## config.mk

```make
export PLATFORM = sky130hd
export DESIGN_NAME = ctrl_decode_pipe
export DESIGN_NICKNAME = d
export VERILOG_FILES = /design/src/rtl/ctrl_decode_pipe.sv
export SDC_FILE = /design/constraint.sdc
export NUM_CORES = 1
export LEC_CHECK = 0
export CAP_MARGIN = 20
export CORE_ASPECT_RATIO = 0.9
export CORE_MARGIN = 2
export CORE_UTILIZATION = 45
export DETAILED_ROUTE_END_ITERATION = 12
export GPL_TIMING_DRIVEN = 0
export PLACE_DENSITY_LB_ADDON = 0.12
export SETUP_SLACK_MARGIN = 0.2
export SYNTH_ARGS = -nofsm -noshare
export SYNTH_HDL_FRONTEND = slang
export SYNTH_SLANG_ARGS = --single-unit
export TNS_END_PERCENT = 20
```

## constraint.sdc

```tcl
create_clock -name clk -period 2.7 [get_ports clk]
set_input_delay 0.54 -clock clk [delete_from_list [all_inputs] [get_ports clk]]
set_output_delay 0.54 -clock clk [all_outputs]
set_load 0.01 [all_outputs]
```

## src/rtl/ctrl_decode_pipe.sv

```systemverilog
// ctrl_decode_pipe
//   Pipelined ARM-subset instruction decoder. Turns mode/opcode/S into
//   execute, memory, write-back, branch and status-update controls. It also
//   evaluates the condition field against the NZCV flags sampled on accept.
//   The result is carried through a STAGES-deep valid/ready pipeline that
//   supports stall and flush.
//
// Ports
//   clk, rst_n          rising-edge clock, asynchronous active-low reset
//   in_valid/in_ready   upstream handshake
//   mode, op_code, s_in instruction fields (s_in is the L bit in memory mode)
//   cond, status        condition field and {N,Z,C,V} flags
//   flush               discard every in-flight entry and the current input
//   out_ready/out_valid downstream handshake
//   exe_cmd .. illegal  decoded controls from the last stage, zero when idle
//   illegal_cnt         saturating count of accepted illegal instructions

module ctrl_decode_pipe #(
  parameter int unsigned STAGES = 2,
  parameter int unsigned CMD_W  = 4,
  parameter int unsigned CNT_W  = 8
) (
  input  logic             clk,
  input  logic             rst_n,
  input  logic             in_valid,
  output logic             in_ready,
  input  logic [1:0]       mode,
  input  logic [3:0]       op_code,
  input  logic             s_in,
  input  logic [3:0]       cond,
  input  logic [3:0]       status,
  input  logic             flush,
  input  logic             out_ready,
  output logic             out_valid,
  output logic [CMD_W-1:0] exe_cmd,
  output logic             mem_read,
  output logic             mem_write,
  output logic             wb_en,
  output logic             branch,
  output logic             s_out,
  output logic             cond_pass,
  output logic             illegal,
  output logic [CNT_W-1:0] illegal_cnt
);

  typedef enum logic [1:0] {
    MODE_DP  = 2'b00,
    MODE_MEM = 2'b01,
    MODE_BR  = 2'b10,
    MODE_UND = 2'b11
  } mode_e;

  typedef enum logic [3:0] {
    OP_AND = 4'b0000,
    OP_EOR = 4'b0001,
    OP_SUB = 4'b0010,
    OP_ADD = 4'b0100,
    OP_ADC = 4'b0101,
    OP_SBC = 4'b0110,
    OP_TST = 4'b1000,
    OP_CMP = 4'b1010,
    OP_ORR = 4'b1100,
    OP_MOV = 4'b1101,
    OP_MVN = 4'b1111
  } op_e;

  typedef enum logic [3:0] {
    CC_EQ, CC_NE, CC_CS, CC_CC, CC_MI, CC_PL, CC_VS, CC_VC,
    CC_HI, CC_LS, CC_GE, CC_LT, CC_GT, CC_LE, CC_AL, CC_NV
  } cond_e;

  typedef struct packed {
    logic [CMD_W-1:0] exe_cmd;
    logic             mem_read;
    logic             mem_write;
    logic             wb_en;
    logic             branch;
    logic             s_out;
    logic             cond_pass;
    logic             illegal;
  } ctrl_t;

  logic  n_f, z_f, c_f, v_f;
  logic  cond_ok;
  ctrl_t dec;

  assign {n_f, z_f, c_f, v_f} = status;

  always_comb begin
    cond_ok = 1'b0;
    case (cond)
      CC_EQ:   cond_ok = z_f;
      CC_NE:   cond_ok = ~z_f;
      CC_CS:   cond_ok = c_f;
      CC_CC:   cond_ok = ~c_f;
      CC_MI:   cond_ok = n_f;
      CC_PL:   cond_ok = ~n_f;
      CC_VS:   cond_ok = v_f;
      CC_VC:   cond_ok = ~v_f;
      CC_HI:   cond_ok = c_f & ~z_f;
      CC_LS:   cond_ok = ~c_f | z_f;
      CC_GE:   cond_ok = (n_f == v_f);
      CC_LT:   cond_ok = (n_f != v_f);
      CC_GT:   cond_ok = ~z_f & (n_f == v_f);
      CC_LE:   cond_ok = z_f | (n_f != v_f);
      CC_AL:   cond_ok = 1'b1;
      default: cond_ok = 1'b0;
    endcase
  end

  always_comb begin
    dec = '0;
    case (mode)
      MODE_DP: begin
        dec.wb_en = 1'b1;
        dec.s_out = s_in;
        case (op_code)
          OP_MOV:  dec.exe_cmd = CMD_W'(4'b0001);
          OP_MVN:  dec.exe_cmd = CMD_W'(4'b1001);
          OP_ADD:  dec.exe_cmd = CMD_W'(4'b0010);
          OP_ADC:  dec.exe_cmd = CMD_W'(4'b0011);
          OP_SUB:  dec.exe_cmd = CMD_W'(4'b0100);
          OP_SBC:  dec.exe_cmd = CMD_W'(4'b0101);
          OP_AND:  dec.exe_cmd = CMD_W'(4'b0110);
          OP_ORR:  dec.exe_cmd = CMD_W'(4'b0111);
          OP_EOR:  dec.exe_cmd = CMD_W'(4'b1000);
          OP_CMP: begin
            dec.exe_cmd = CMD_W'(4'b0100);
            dec.wb_en   = 1'b0;
            dec.s_out   = 1'b1;
          end
          OP_TST: begin
            dec.exe_cmd = CMD_W'(4'b0110);
            dec.wb_en   = 1'b0;
            dec.s_out   = 1'b1;
          end
          default: begin
            dec.wb_en   = 1'b0;
            dec.s_out   = 1'b0;
            dec.illegal = 1'b1;
          end
        endcase
      end
      MODE_MEM: begin
        dec.exe_cmd   = CMD_W'(4'b0010);
        dec.mem_read  = s_in;
        dec.mem_write = ~s_in;
        dec.wb_en     = s_in;
      end
      MODE_BR:  dec.branch  = 1'b1;
      default:  dec.illegal = 1'b1;
    endcase

    // A failed condition suppresses side effects but keeps exe_cmd/illegal.
    dec.cond_pass = cond_ok;
    if (!cond_ok) begin
      dec.mem_read  = 1'b0;
      dec.mem_write = 1'b0;
      dec.wb_en     = 1'b0;
      dec.branch    = 1'b0;
      dec.s_out     = 1'b0;
    end
  end

  logic [STAGES-1:0] vld;
  logic [STAGES-1:0] ld;
  ctrl_t             stg [STAGES];
  ctrl_t             out_c;
  logic              accept;

  // Stage k may load when any stage at or beyond k has a hole, or the last
  // stage drains. Computing it from the valid vector directly avoids a
  // combinational chain through ld itself.
  always_comb begin
    ld = '0;
    for (int unsigned k = 0; k < STAGES; k++) begin
      ld[k] = out_ready | (|((~vld) >> k));
    end
  end

  assign in_ready = ld[0];
  assign accept   = in_valid & in_ready & ~flush;

  always_ff @(posedge clk or negedge rst_n) begin
    if (!rst_n) begin
      vld <= '0;
      for (int unsigned k = 0; k < STAGES; k++) begin
        stg[k] <= '0;
      end
    end else begin
      if (flush) begin
        vld <= '0;
      end else begin
        if (ld[0]) vld[0] <= in_valid;
        for (int unsigned k = 1; k < STAGES; k++) begin
          if (ld[k]) vld[k] <= vld[k-1];
        end
      end
      if (ld[0] && in_valid) stg[0] <= dec;
      for (int unsigned k = 1; k < STAGES; k++) begin
        if (ld[k] && vld[k-1]) stg[k] <= stg[k-1];
      end
    end
  end

  always_ff @(posedge clk or negedge rst_n) begin
    if (!rst_n) begin
      illegal_cnt <= '0;
    end else if (accept && dec.illegal && (illegal_cnt != '1)) begin
      illegal_cnt <= illegal_cnt + 1'b1;
    end
  end

  assign out_valid = vld[STAGES-1];
  assign out_c     = out_valid ? stg[STAGES-1] : '0;
  assign exe_cmd   = out_c.exe_cmd;
  assign mem_read  = out_c.mem_read;
  assign mem_write = out_c.mem_write;
  assign wb_en     = out_c.wb_en;
  assign branch    = out_c.branch;
  assign s_out     = out_c.s_out;
  assign cond_pass = out_c.cond_pass;
  assign illegal   = out_c.illegal;

endmodule

```

# == Yosys cells after proc, flatten, opt, wreduce, memory -nomap -nowiden ==
# Index checks and enable logic that the tools add are counted.
# W data, S select, Z words.
# op_classes
bitwise_logic,15
n_reduce_logical,16
mux,16
eq_ne,29
add_sub_neg,1
# op_table
op,n
$eq A4 B4 Y1 const B,12
$pmux W4 S9,1
$eq A4 B3 Y1 const B,7
$pmux W1 S15,1
$eq A4 B2 Y1 const B,3
$mux W11,1
$reduce_or A11 Y1,1
$reduce_or A2 Y1,5
$reduce_or A9 Y1,1
$add A8 B1 Y8 const B,1
$eq A4 B1 Y1 const B,2
$logic_not A4 Y1,2
$ne A8 B8 Y1 const B,1
$pmux W4 S2,1
$mux W1,6
$not A1 Y1,6
$pmux W1 S2,3
$mux W5,1
$and A1 B1 Y1,4
$logic_and A1 B1 Y1,4
$mux W2,2
$or A1 B1 Y1,4
$reduce_bool A2 Y1,2
$eq A2 B1 Y1 const B,1
other kinds (5),5
# word_totals
ff_bits,32
input_bits,20
output_inout_bits,21
elab_cells,96

# == Depth between registers and ports, before layout ==
# Gate-level depths: netlist of the first run.
# logic_depth
word_depth,7
depth_mapped,8
depth_no_buf,7

# == Least setup slack after synthesis of the first run ==
# Ideal clock, no wire load.
# synth_path
path_type,input to register
startpoint,input port status[0]
endpoint,register stg[16] (netlist name)
path_buffers,0
stages,5
required_ps,2578
arrival_ps,1761
setup_time_ps,122
path_slack_ps,818
cell_sequence,xnor2_1 > and4b_1 > a2111o_1 > a32o_2 > a32o_1
# synth_between
elab_chain_cells,4
word_cells_on_any_way,7
classes_between,eq/ne: 2; mux: 2; bitwise: 3
# synth_lines
item,line,rtl
start: declaration,31,"input logic [3:0] status,"
$ne A1 B1 Y1 / $eq A1 B1 Y1 (equally long branches),--,
$or A1 B1 Y1 / $and A1 B1 Y1 (equally long branches),"105, 104",
$pmux W1 S15 (*),91,case (cond)
$mux W5 (*),156,if (!cond_ok) begin
end signal: indexed assignment,201,if (ld[k] && vld[k-1]) stg[k] <= stg[k-1];
end: declaration,167,ctrl_t stg [STAGES];
# Mark *: on every way between the ends. The rest lies on a longest branch, timed or not.
# A chain may end at the register's enable or synchronous reset.

# == Final worst setup path of the first run ==
# layout_path
startpoint,register vld[1]
endpoint,output port exe_cmd[0]
# layout_between
elab_chain_cells,1
# layout_lines
item,line,rtl
start: declaration,165,logic [STAGES-1:0] vld;
start signal: indexed assignment,196,if (ld[k]) vld[k] <= vld[k-1];
$mux W11,215,assign out_c = out_valid ? stg[STAGES-1] : '0;
end: declaration,35,"output logic [CMD_W-1:0] exe_cmd,"
# No other way between the ends.

==> metrics.cfg, run 1 <==
[synthesis]
ys_types=39
syn_inst=157
synth_top_area_share_pct=47.8
synth_largest_area_cell=dfrtp_1
syn_avg_cell_area_sq_um=10.7
synth_area_sq_mm=0.00168
yosysSeqAreaShare_pct=47.8
ys_warn_count=0
synthTopCellsByArea=dfrtp_1, mux2_2, xnor2_1
syn_nets=181
ys_seq_elements=32

[setup_path]
critPathSlowestCell=clkdlybuf4s50_1
worstReg2RegStart=vld[1]
crit_fanout=10
required_ps=2160
cp-end-kind=output port
path_class=reg -> out
crit_chain=clkbuf_1 > and2_1 > clkdlybuf4s50_1
crit_path_start_kind=register
max_stage_delay_ps=530
startpoint=vld[1]
arrival_ps=1780
cp_num_buf_inv=2
cp_top_family=buffers and inverters

[global_routing]
track_usage_pct=19.1
grt_pass1_vias=1279
grt_pass1_wl_microns=5740
grt_max_degree=21
antenna_found_initial=0
grt-ovfl-total=0

[drt]
wl_per_cell_microns=14.2
drc=0
vias=1350
drt_iter0_markers=54
ant_nets=0
routed_wl_microns=3530
firstDrtPassIters=4
vias_per_cell=5.44

[place]
gp_congestion=0.878
io_buffers=36
place_inst=240
pre_cts_ws_ps=230
hpwlAfterDp_microns=2630

[cts]
cts-root-buf=clkbuf_8
htree_levels=2
worst_skew_pair.late_latency_ps=280
postCtsSetupBuffers=0
clock_path_buffers=2
cts_tree=yes
postCtsResizedCells=0
path_clk_slew_ps=60
cts_hold_buf=0
numClockSinks=32
numCtsBuffers=5

[finish]
fin_cells=248
syn_to_final_growth_pct=31.9
n_antenna_cell=0
drive_above_1_share_pct=11.9
fin_nets=225

[floorplanning]
rows=21
dieWidth_microns=68.3
core_sq_mm=0.00365
initial_core_util_pct=45.9
die_y_microns=61.9
ios=41
die_area_sq_mm=0.00423

[flow_run]
cap_violations=0

[sta]
finalSetupTns_ps=0
rsz0062_at_grt=false
final.min_clock_period_ps=2320
maxSlewViolCount=0
worst_slew_pin_slew_ps=678
setup_ws_ps=383
fmax_mhz=432
setup_viol=0
timing.hold.ws_ps=478
max_slew_margin_pct=54.7
fin_worst_skew_ps=4.75
hold_viol=0
fin_crit_sh_pct=85.8

[power]
power_density_mw_per_mm2=581
ir_drop_mv=0.285
power_leakage_nw=0.987

[hold_path]
hold_class=reg -> reg
hp-start=stg[20]

[status]
status=complete, no violations

-- path summary, 6_finish.rpt --
| path | end | slack, ps | cells past startpoint |
|---|---|---|---|
| min in group asynchronous | stg[14] | 670 | 1 |
| worst min-delay path | stg[20] | 480 | 1 |
| max in group asynchronous | illegal_cnt[1] | 1490 | 2 |
| worst max-delay path | exe_cmd[0] | 380 | 3 |
| worst max register to register | illegal_cnt[1] | 900 | 5 |
| worst min register to register | stg[20] | 480 | 1 |
-- worst register-to-register path: stages, from the launching register on --
cell	delay (ps)
dfrtp_1	420
nand3b_1	140
nand2_1	250
and4b_1	320
buf_2	200
mux2_1	360
-- cells in the final DEF, fill, tap and decap left out, types with 4 or more instances in the layout --
| cell | n |
|---|---|
| inv_1 | 11 |
| clkdlybuf4s50_1 | 36 |
| o21ai_0 | 6 |
| clkbuf_8 | 6 |
| and2_1 | 11 |
| a21oi_1 | 6 |
| nand2_1 | 8 |
| mux2_2 | 11 |
| clkbuf_1 | 9 |
| nor2_1 | 4 |
| xnor2_1 | 10 |
| nand4_1 | 5 |
| ha_1 | 4 |
| dfrtp_1 | 32 |
-- cells by family (layout without fill, tap and decap cells) --
logic type | after synthesis | in the layout | synth area share, %
fa+ha+maj | 4 | 4 | 2.99
mux | 14 | 14 | 9.25
simple gates | 47 | 47 | 16.5
xor+xnor | 12 | 12 | 6.27
flops | 32 | 32 | 47.8
buf+inv | 19 | 64 | 4.33
compound gates | 29 | 29 | 12.9
-- layout make-up --
cell class	instances	area (sq um)
fillers	298	1440
multi-input cells	106	803
flip-flops and latches	32	801
repair buffers	37	388
clock buffers	8	90.1
well taps	46	57.6
inverters	11	41.3
plain buffers	8	31.3
-- per-layer routing --
| layer | global-route usage, % | wire [microns] | vias to the layer above |
|---|---|---|---|
| met1 | 24.3 | 1600 | 645 |
| li1 | - | - | 646 |
| met3 | 6.67 | 253 | 7 |
| met5 | 0 | 0 | - |
| met4 | 7.14 | 48 | 0 |
| met2 | 30.2 | 1630 | 52 |
-- sequential cells by signal (all words and copies together), names as in the netlist --
name	cells
stg	22
illegal_cnt	8
vld	2
-- where the power goes --
group / switching (mW) / total, mW / internal [mW]
combinational: 0.135 / 0.309 / 0.174
sequential: 0.0605 / 0.610 / 0.549
clock: 0.158 / 0.366 / 0.207
total: 0.354 / 1.28 / 0.931
-- stage by stage --
step           util, %  total power, mW  cell area [sq um]
2_1_floorplan        -            0.763               1680
3_3_place_gp      57.3            0.903               2090
3_5_place_dp      58.1            0.926               2120
4_1_cts           60.6             1.30               2210
5_1_grt           60.6             1.36               2210
6_report          60.6             1.28               2210
-- Yosys cell counts, drive strengths merged --
master	n
a2111o	1
a2111oi	1
a21o	2
a21oi	6
a22o	4
a311oi	1
a31oi	1
a32o	4
and2	11
and3	2
and4	1
and4b	2
buf	1
clkbuf	7
dfrtp	32
ha	4
inv	11
mux2	12
mux2i	2
nand2	8
nand3	2
nand3b	3
nand4	5
nand4b	1
nor2	4
nor2b	2
nor3	3
nor3b	2
o211ai	1
o21ai	6
o221ai	1
o41ai	1
or3	1
xnor2	10
xor2	2
(Power assumes the default switching activity.)
==> run 2, diff against run 1 <==
==> constraint.sdc (replaced) <==
create_clock -name clk -period 2.64 [get_ports clk]
set_input_delay 0.528 -clock clk [delete_from_list [all_inputs] [get_ports clk]]
set_output_delay 0.528 -clock clk [all_outputs]
set_load 0.01 [all_outputs]
==> results of run 2 <==
Same layout as run 1 (identical final DEF). Status: complete, no violations.
Among the figures that moved: setup slack after placement 230 ps -> 182 ps; setup slack after layout 383 ps -> 335 ps; register-to-register setup slack 900 ps -> 840 ps; total power 1.28 mW -> 1.31 mW; worst IR drop on VDD 0.285 mV -> 0.291 mV
==> variant, RTL diff (config.mk and constraints of run 1) <==
Register the input `mode` before use. The logic sees it one clock later. The other inputs are not delayed to match.
--- a/src/rtl/ctrl_decode_pipe.sv
+++ b/src/rtl/ctrl_decode_pipe.sv
@@ -81,4 +81,10 @@
   } ctrl_t;
 
+  logic [1:0] mode_q;
+
+  always_ff @(posedge clk) begin
+    mode_q <= mode;
+  end
+
   logic  n_f, z_f, c_f, v_f;
   logic  cond_ok;
@@ -111,5 +117,5 @@
   always_comb begin
     dec = '0;
-    case (mode)
+    case (mode_q)
       MODE_DP: begin
         dec.wb_en = 1'b1;
Check against the original RTL: not equivalent (a bounded check fails within 4 cycles, from zero or initial values and one cycle with rst_n low).
==> variant against run 1 <==
- sequential cell count grew 2
- cell area grew 4.3%
- total power grew 1.4%
- critical path depth grew 4
- die area grew 7.4%
- wire length grew 2.6%
- first-iteration DRC count grew 81%
- maximum frequency shrank 1.1%
- count of clock-buffer cells in the layout shrank 1
- setup slack lost 27 ps
- synthesized area grew 7.8%
- clock power shrank 6.6%
- critical path type is now in -> reg
==> variant: results <==
export IMPL_netlist_instances=174
export IMPL_cp_startpoint="cond[3]"
export IMPL_hold_path_class="in -> async"
export IMPL_r2r_start="illegal_cnt[0]"
export IMPL_skew_ps=4.93
export IMPL_relSlewSlack=0.531
export IMPL_peakVddDrop_v=0.000447
export IMPL_first_iter_violations=98
export IMPL_gp_congestion=0.748
export IMPL_port_buffers=37
export IMPL_drive_gt1_frac=0.110
export IMPL_wl_um=3620
export IMPL_synthTopCellsByArea="dfrtp_1 (44%), mux2_2 (8.1%), xnor2_1 (3.9%)"
export IMPL_grt_max_degree=33
export IMPL_vias=1462
export IMPL_cpPeakStageDelay_ps=490
export IMPL_whs_ps=301
export IMPL_p_leak_nw=1.01
export IMPL_avgViaCountPerCell=5.54
export IMPL_grtUsageTotal=0.174
export IMPL_top_regs="stg x22, illegal_cnt x8"
export IMPL_synth_cell_types=42
export IMPL_status="complete, no violations"
export IMPL_first_pass_iters=5
export IMPL_num_fill_cells=323
export IMPL_design_area_sq_um=2310
export IMPL_regToRegSetupSlack_ps=880
export IMPL_arrival_ps=2520
export IMPL_grt_pass1_vias=1384
export IMPL_place_area_sq_um=2230
==> variant: cell count changes in the layout (fill, tap and decap cells not counted), moves of 3 or more <==
cell / before / now
nand2_1: 8 / 15
a22o_2: 3 / 0
nor2_1: 4 / 7
inv_1: 11 / 8
buf_2: 1 / 4
nor3_1: 3 / 0
nand3_1: 2 / 6
clkbuf_1: 9 / 6
a22o_1: 1 / 4
==> variant: where the power goes <==
part | internal (mW) | switching (mW) | total [mW]
registers | 0.578 | 0.0704 | 0.648
clock network | 0.177 | 0.165 | 0.342
logic | 0.173 | 0.139 | 0.312
total | 0.929 | 0.374 | 1.30
==> variant: cell families after synthesis <==
| kind of cell | share of synthesized area |
|---|---|
| simple gates | 0.189 |
| flops | 0.465 |
| compound gates | 0.131 |
| buf+inv | 0.0374 |
| mux | 0.0920 |
| xor+xnor | 0.0581 |
| fa+ha+maj | 0.0277 |
==> variant: final cells by class <==
cell class / count / area (sq um) / area share
Multi-Input combinational cell: 124 / 900 / 0.390
Sequential cell: 34 / 841 / 0.364
Timing Repair Buffer: 37 / 365 / 0.158
Clock buffer: 7 / 76.3 / 0.0331
Tap cell: 46 / 57.6 / 0.0249
Buffer: 8 / 37.5 / 0.0163
Inverter: 8 / 30.0 / 0.0130
==> variant: path summary, 6_finish.rpt <==
check                      cells past startpoint              to
min in group clk                               1         stg[11]
max reg2reg                                    5  illegal_cnt[1]
max in group asynchronous                      1         stg[18]
max                                            7         stg[14]
min reg2reg                                    1         stg[11]
min                                            1          stg[5]
==> variant: metal layers <==
metal,track usage,routed length [um]
met3,0.0615,206
met5,0,0
met4,0.0425,12
met2,0.280,1740
met1,0.225,1670
